$ cat src/rtl/mem_pkg.sv
// Shared types for the memory master: command entry, FSM states,
// and the data word returned when a read is abandoned by the watchdog.
package mem_pkg;

  typedef struct packed {
    logic        write;
    logic [31:0] addr;
    logic [31:0] wdata;
  } cmd_t;

  localparam int CMD_W = $bits(cmd_t);

  typedef enum logic [2:0] {
    ST_IDLE,
    ST_WR,
    ST_DRAIN,
    ST_RD,
    ST_WAIT_RD,
    ST_RESP
  } mst_state_t;

  localparam logic [31:0] TMO_DATA = 32'hDEADBEEF;

endpackage

$ cat src/rtl/axi_cmd_fifo.sv
// Client command queue: power-of-two circular buffer with full/empty.
// Ports: i_push/i_data in, i_pop; o_head (entry at head), o_next
// (entry behind head, valid when o_next_vld), o_full, o_empty.
module axi_cmd_fifo #(
  parameter int WIDTH = 65,
  parameter int DEPTH = 4
) (
  input  logic             clk,
  input  logic             rst_n,
  input  logic             i_push,
  input  logic [WIDTH-1:0] i_data,
  input  logic             i_pop,
  output logic [WIDTH-1:0] o_head,
  output logic [WIDTH-1:0] o_next,
  output logic             o_next_vld,
  output logic             o_full,
  output logic             o_empty
);

  localparam int AW = $clog2(DEPTH);

  logic [WIDTH-1:0] r_mem [DEPTH];
  logic [AW-1:0]    r_rd;
  logic [AW-1:0]    r_wr;
  logic [AW:0]      r_cnt;
  logic             w_push;
  logic             w_pop;

  assign w_push     = i_push && !o_full;
  assign w_pop      = i_pop && !o_empty;
  assign o_full     = (r_cnt == (AW+1)'(DEPTH));
  assign o_empty    = (r_cnt == '0);
  assign o_next_vld = (r_cnt > (AW+1)'(1));
  assign o_head     = r_mem[r_rd];
  assign o_next     = r_mem[r_rd + AW'(1)];

  // Storage carries no reset; only the pointers define contents.
  always_ff @(posedge clk) begin
    if (w_push) r_mem[r_wr] <= i_data;
  end

  always_ff @(posedge clk or negedge rst_n) begin
    if (!rst_n) begin
      r_rd  <= '0;
      r_wr  <= '0;
      r_cnt <= '0;
    end else begin
      if (w_push) r_wr <= r_wr + AW'(1);
      if (w_pop)  r_rd <= r_rd + AW'(1);
      if (w_push && !w_pop)
        r_cnt <= r_cnt + (AW+1)'(1);
      else if (w_pop && !w_push)
        r_cnt <= r_cnt - (AW+1)'(1);
    end
  end

endmodule

$ cat src/rtl/axi_mem_master.sv
// In-order memory master: queues client commands, issues writes
// back-to-back, drains the responder before each read, returns data.
// Ports: cmd_* client queue, rsp_* read response, write_*/read_*
// responder requests, fifo_empty/fifo_full responder status,
// wr_count/rd_count handshake counters.
// Option: AXI_MEM_MASTER_TIMEOUT_EN adds a read watchdog
// (TIMEOUT_CYCLES) returning TMO_DATA with rsp_err=1.
import mem_pkg::*;

module axi_mem_master #(
  parameter int CMD_DEPTH      = 4,
  parameter int TIMEOUT_CYCLES = 64
) (
  input  logic        clk,
  input  logic        rst_n,
  input  logic        cmd_valid,
  output logic        cmd_ready,
  input  logic        cmd_write,
  input  logic [31:0] cmd_addr,
  input  logic [31:0] cmd_wdata,
  output logic        rsp_valid,
  input  logic        rsp_ready,
  output logic [31:0] rsp_data,
  output logic        rsp_err,
  output logic        write_valid,
  input  logic        write_ready,
  output logic [31:0] write_addr,
  output logic [31:0] write_data,
  output logic        read_valid,
  input  logic        read_ready,
  output logic [31:0] read_addr,
  input  logic [31:0] read_data,
  input  logic        fifo_empty,
  input  logic        fifo_full,
  output logic [31:0] wr_count,
  output logic [31:0] rd_count
);

  mst_state_t  r_state;
  mst_state_t  w_nxt;
  cmd_t        w_push_cmd;
  cmd_t        w_head;
  cmd_t        w_nxt_cmd;
  logic        w_push;
  logic        w_pop;
  logic        w_full;
  logic        w_empty;
  logic        w_nxt_vld;
  logic        w_nxt_wr;
  logic        w_tmo;
  logic        w_unused;
  logic [31:0] r_wr_cnt;
  logic [31:0] r_rd_cnt;
  logic [31:0] r_rsp_data;

  assign cmd_ready  = !w_full;
  assign w_push     = cmd_valid && !w_full;
  assign w_push_cmd = '{write: cmd_write,
                        addr:  cmd_addr,
                        wdata: cmd_wdata};

  axi_cmd_fifo #(
    .WIDTH (CMD_W),
    .DEPTH (CMD_DEPTH)
  ) u_fifo (
    .clk        (clk),
    .rst_n      (rst_n),
    .i_push     (w_push),
    .i_data     (w_push_cmd),
    .i_pop      (w_pop),
    .o_head     (w_head),
    .o_next     (w_nxt_cmd),
    .o_next_vld (w_nxt_vld),
    .o_full     (w_full),
    .o_empty    (w_empty)
  );

  // Head after a pop: the second entry, or the entry being pushed
  // this cycle when the popped one was the last.
  assign w_nxt_wr = w_nxt_vld ? w_nxt_cmd.write
                              : (w_push && cmd_write);

  assign w_unused = ^{fifo_full, w_nxt_cmd.addr,
                      w_nxt_cmd.wdata,
                      (TIMEOUT_CYCLES > 0)};

  always_comb begin
    w_nxt       = r_state;
    w_pop       = 1'b0;
    write_valid = 1'b0;
    write_addr  = '0;
    write_data  = '0;
    read_valid  = 1'b0;
    read_addr   = '0;
    unique case (r_state)
      ST_IDLE: begin
        if (!w_empty)
          w_nxt = w_head.write ? ST_WR : ST_DRAIN;
      end
      ST_WR: begin
        write_valid = 1'b1;
        write_addr  = w_head.addr;
        write_data  = w_head.wdata;
        if (write_ready) begin
          w_pop = 1'b1;
          w_nxt = w_nxt_wr ? ST_WR : ST_IDLE;
        end
      end
      ST_DRAIN: begin
        if (fifo_empty) w_nxt = ST_RD;
      end
      ST_RD: begin
        read_valid = 1'b1;
        read_addr  = w_head.addr;
        if (read_ready) begin
          w_pop = 1'b1;
          w_nxt = ST_WAIT_RD;
        end
      end
      ST_WAIT_RD: begin
        if (fifo_empty || w_tmo) w_nxt = ST_RESP;
      end
      ST_RESP: begin
        if (rsp_ready) w_nxt = ST_IDLE;
      end
      default: w_nxt = ST_IDLE;
    endcase
  end

`ifdef AXI_MEM_MASTER_TIMEOUT_EN
  localparam int TW = $clog2(TIMEOUT_CYCLES + 1);

  logic [TW-1:0] r_tmo;
  logic          r_rsp_err;
  logic          w_wait;

  assign w_wait = (r_state == ST_WAIT_RD) && !fifo_empty;
  assign w_tmo  = w_wait
               && (r_tmo == TW'(TIMEOUT_CYCLES - 1));
  assign rsp_err = r_rsp_err;

  always_ff @(posedge clk or negedge rst_n) begin
    if (!rst_n) begin
      r_tmo     <= '0;
      r_rsp_err <= 1'b0;
    end else begin
      r_tmo <= w_wait ? r_tmo + TW'(1) : '0;
      if (r_state == ST_WAIT_RD && fifo_empty)
        r_rsp_err <= 1'b0;
      else if (w_tmo)
        r_rsp_err <= 1'b1;
    end
  end
`else
  assign w_tmo   = 1'b0;
  assign rsp_err = 1'b0;
`endif

  always_ff @(posedge clk or negedge rst_n) begin
    if (!rst_n) begin
      r_state    <= ST_IDLE;
      r_wr_cnt   <= '0;
      r_rd_cnt   <= '0;
      r_rsp_data <= '0;
    end else begin
      r_state <= w_nxt;
      if (r_state == ST_WR && write_ready)
        r_wr_cnt <= r_wr_cnt + 32'd1;
      if (r_state == ST_RD && read_ready)
        r_rd_cnt <= r_rd_cnt + 32'd1;
      if (r_state == ST_WAIT_RD && fifo_empty)
        r_rsp_data <= read_data;
      else if (w_tmo)
        r_rsp_data <= TMO_DATA;
    end
  end

  assign rsp_valid = (r_state == ST_RESP);
  assign rsp_data  = r_rsp_data;
  assign wr_count  = r_wr_cnt;
  assign rd_count  = r_rd_cnt;

endmodule

$ cat config.mk
export PLATFORM = sky130hd
export DESIGN_NAME = axi_mem_master
export DESIGN_NICKNAME = d
export VERILOG_FILES = /design/src/rtl/mem_pkg.sv /design/src/rtl/axi_cmd_fifo.sv /design/src/rtl/axi_mem_master.sv
export SDC_FILE = /design/constraint.sdc
export NUM_CORES = 1
export LEC_CHECK = 0
export CORE_UTILIZATION = 42
export CTS_BUF_LIST = sky130_fd_sc_hd__clkbuf_16
export DETAILED_ROUTE_END_ITERATION = 10
export PLACE_DENSITY_LB_ADDON = 0.1
export SYNTH_ARGS = -nofsm -noshare
export SYNTH_HDL_FRONTEND = slang
export SYNTH_HIERARCHICAL = 1
export SYNTH_SLANG_ARGS = --single-unit
$ cat constraint.sdc
create_clock -name clk -period 4.9 [get_ports clk]
set_input_delay 0.735 -clock clk [delete_from_list [all_inputs] [get_ports clk]]
set_output_delay 0.735 -clock clk [all_outputs]
set_load 0.03 [all_outputs]
==> flow_summary.ini <==
[outcome]
outcome = complete, no violations

[critical_path]
worstSetupPathType = register to primary output
timing.rr.end = u_fifo/r_mem[3][5]
cp_max_fo = 31
crit_end = read_addr[18]
required_ns = 4.16
reg2reg_depth = 6
startpoint = u_fifo/r_rd[0]
r2r_slack_ns = 1.87
end_kind = primary output
startpoint_type = register
r2r-start = u_fifo/r_cnt[0]
critical_path_arrival_ns = 3.09

[global_route]
grt.overflow.total = 0
antenna_found_initial = 2
grt_pass1_wl_um = 47970
grt_max_degree = 69
grtUsageTotal_pct = 17.19
first_global_vias = 8478

[power_and_ir_drop]
pwr-share-comb_pct = 37.9
internal-power_w = 0.007766
p_seq_share_pct = 38.0
power.density_mw_per_mm2 = 602.8
p_sw_share_pct = 34.33
p_leak_nw = 7.042
pwr-share-clk_pct = 24.1
p_switching_w = 0.004059
ir_drop_uv = 353.2
total_power_w = 0.01182

[finish]
drive_gt1_share_pct = 15.09
nets = 1273
n_antenna_cell = 0
area_growth_pct = 30.97

[synth]
netlist_area_sq_mm = 0.01498
syn_area_per_cell_sq_um = 17.60
yosys_warnings = 6
synth_nets = 967
syn_inst = 851

[sta]
worst_slew_pin_slew_ns = 1.080
setup_viol = 0
period_share_pct = 78.05
timing.setup.tns_ns = 0
fin_ws_ns = 1.075
min_period_ns = 3.825
rsz0062_at_grt = no
slew_viol_final = 0
max_freq_ghz = 0.2615
finClkSkew_ns = 0.01315
hold_viol_final = 0
slew_headroom_pct = 28.01

[cts]
clock-sinks = 366
cts_buffers = 40
cts.path.max_buffers = 3
ctsResizeCount = 0
clock_latency_ns = 0.52
tritoncts = yes
htree_num_levels = 2
path_clk_slew_ns = 0.06
cts_root_buffer = clkbuf_16
postCtsSetupBuffers = 0
cts_hold_buf = 0

[flow_run]
drv_cap = 0

[die]
die_y_um = 190.8
die_x_um = 190.8
start_util_pct = 43.04
die_area_sq_mm = 0.03642
io_pins = 302
core-area_sq_mm = 0.03480
rows = 68

[route]
wl_per_cell_um = 18.94
routed_via_density = 5.076
dr.pass1.iters = 4
dr_total_vias = 8329
ant_nets = 0
drt_iter0_drc = 377
finalWirelength_um = 31090
drc = 0

[placement]
gp_congestion = 0.7759
dp_slack_ns = 1.518
dp_hpwl_um = 18930
portBuffers = 299

[hold_path]
hold_path_class = primary input to asynchronous set/reset pin
==> area by class of cell <==
class	count	area, sq um
fill	2794	15180
sequential	366	10470
multi-input combinational	433	4234
timing repair buffer	305	3048
clock buffer	41	1026
tap	455	569.3
clock inverter	30	230.2
inverter	11	41.29
==> through the flow <==
step | std cells | hold slack [ns] | util (%) | area (sq um)
2_1_floorplan | 851 | 0.4394 | - | 14980
3_3_place_gp | 1570 | 0.4636 | 52.76 | 18360
3_5_place_dp | 1570 | 0.4629 | 52.76 | 18360
4_1_cts | 1641 | 0.3695 | 56.37 | 19620
5_1_grt | 1641 | 0.4171 | 56.37 | 19620
6_report | 1641 | 0.3518 | 56.37 | 19620
==> per-layer routing <==
layer  vias to the layer above  part of all wire (%)  GRT usage (%)
li1                       3845                     -              -
met5                         -                 0.084              0
met4                         4                   1.9          4.431
met3                        49                   7.2          4.693
met2                       232                    48          27.80
met1                      4199                    43          22.87
==> state kept, by name, summed over array words and instances, names as in the netlist <==
| name | cells |
|---|---|
| r_state | 3 |
| wr_count | 32 |
| rd_count | 32 |
| rsp_data | 32 |
| u_fifo/r_mem | 260 |
| u_fifo/r_wr | 2 |
| u_fifo/r_rd | 2 |
| u_fifo/r_cnt | 3 |
==> cells in the final DEF (no fill, tap or decap), types with 2 or more instances in the layout <==
master           instances
clkdlybuf4s50_1        298
edfxtp_1               260
dfrtp_1                104
and2_1                 102
mux4_2                  66
xnor2_1                 59
clkbuf_16               41
mux2_2                  33
nand3_1                 30
nand4_1                 27
inv_1                   21
nand2_1                 21
nor2_1                  12
ha_1                    11
and3_1                  10
xor2_1                   9
clkinv_1                 7
buf_4                    6
and4_1                   5
nor4_4                   4
clkinv_2                 4
and2_4                   4
nor3_1                   3
nand2b_1                 3
a21oi_1                  3
clkinvlp_4               3
bufinv_16                3
mux2i_1                  2
and3b_1                  2
nor3_2                   2
o21bai_1                 2
nand4b_1                 2
o21ai_0                  2
dfrtp_4                  2
==> worst min-delay path by stage <==
stage,from,endpoint,slack [ns]
6_report,rst_n,wr_count[31],0.35
5_1_grt,rst_n,wr_count[30],0.42
4_1_cts,rst_n,u_fifo/r_wr[0],0.37
3_5_place_dp,rd_count[31],rd_count[31],0.46
3_3_place_gp,wr_count[31],wr_count[31],0.46
2_1_floorplan,rst_n,r_state[0],0.44
==> worst max-delay path: stages (launching register included) <==
cell,delay [ns]
dfrtp_4,0.85
buf_4,0.39
mux4_2,0.57
and2_1,0.16
clkdlybuf4s50_1,0.60
==> power by group through the flow <==
stage / clock network, W / logic, W / registers, W
CTS: 0.00293 / 0.00458 / 0.00452
floorplan: 0 / 0.00274 / 0.00462
finish: 0.00285 / 0.00448 / 0.00449
global placement: 0 / 0.00455 / 0.00455
detailed placement: 0 / 0.00456 / 0.00458
global route: 0.00305 / 0.00478 / 0.00460
Note: power is estimated with default switching activity, not from simulation.
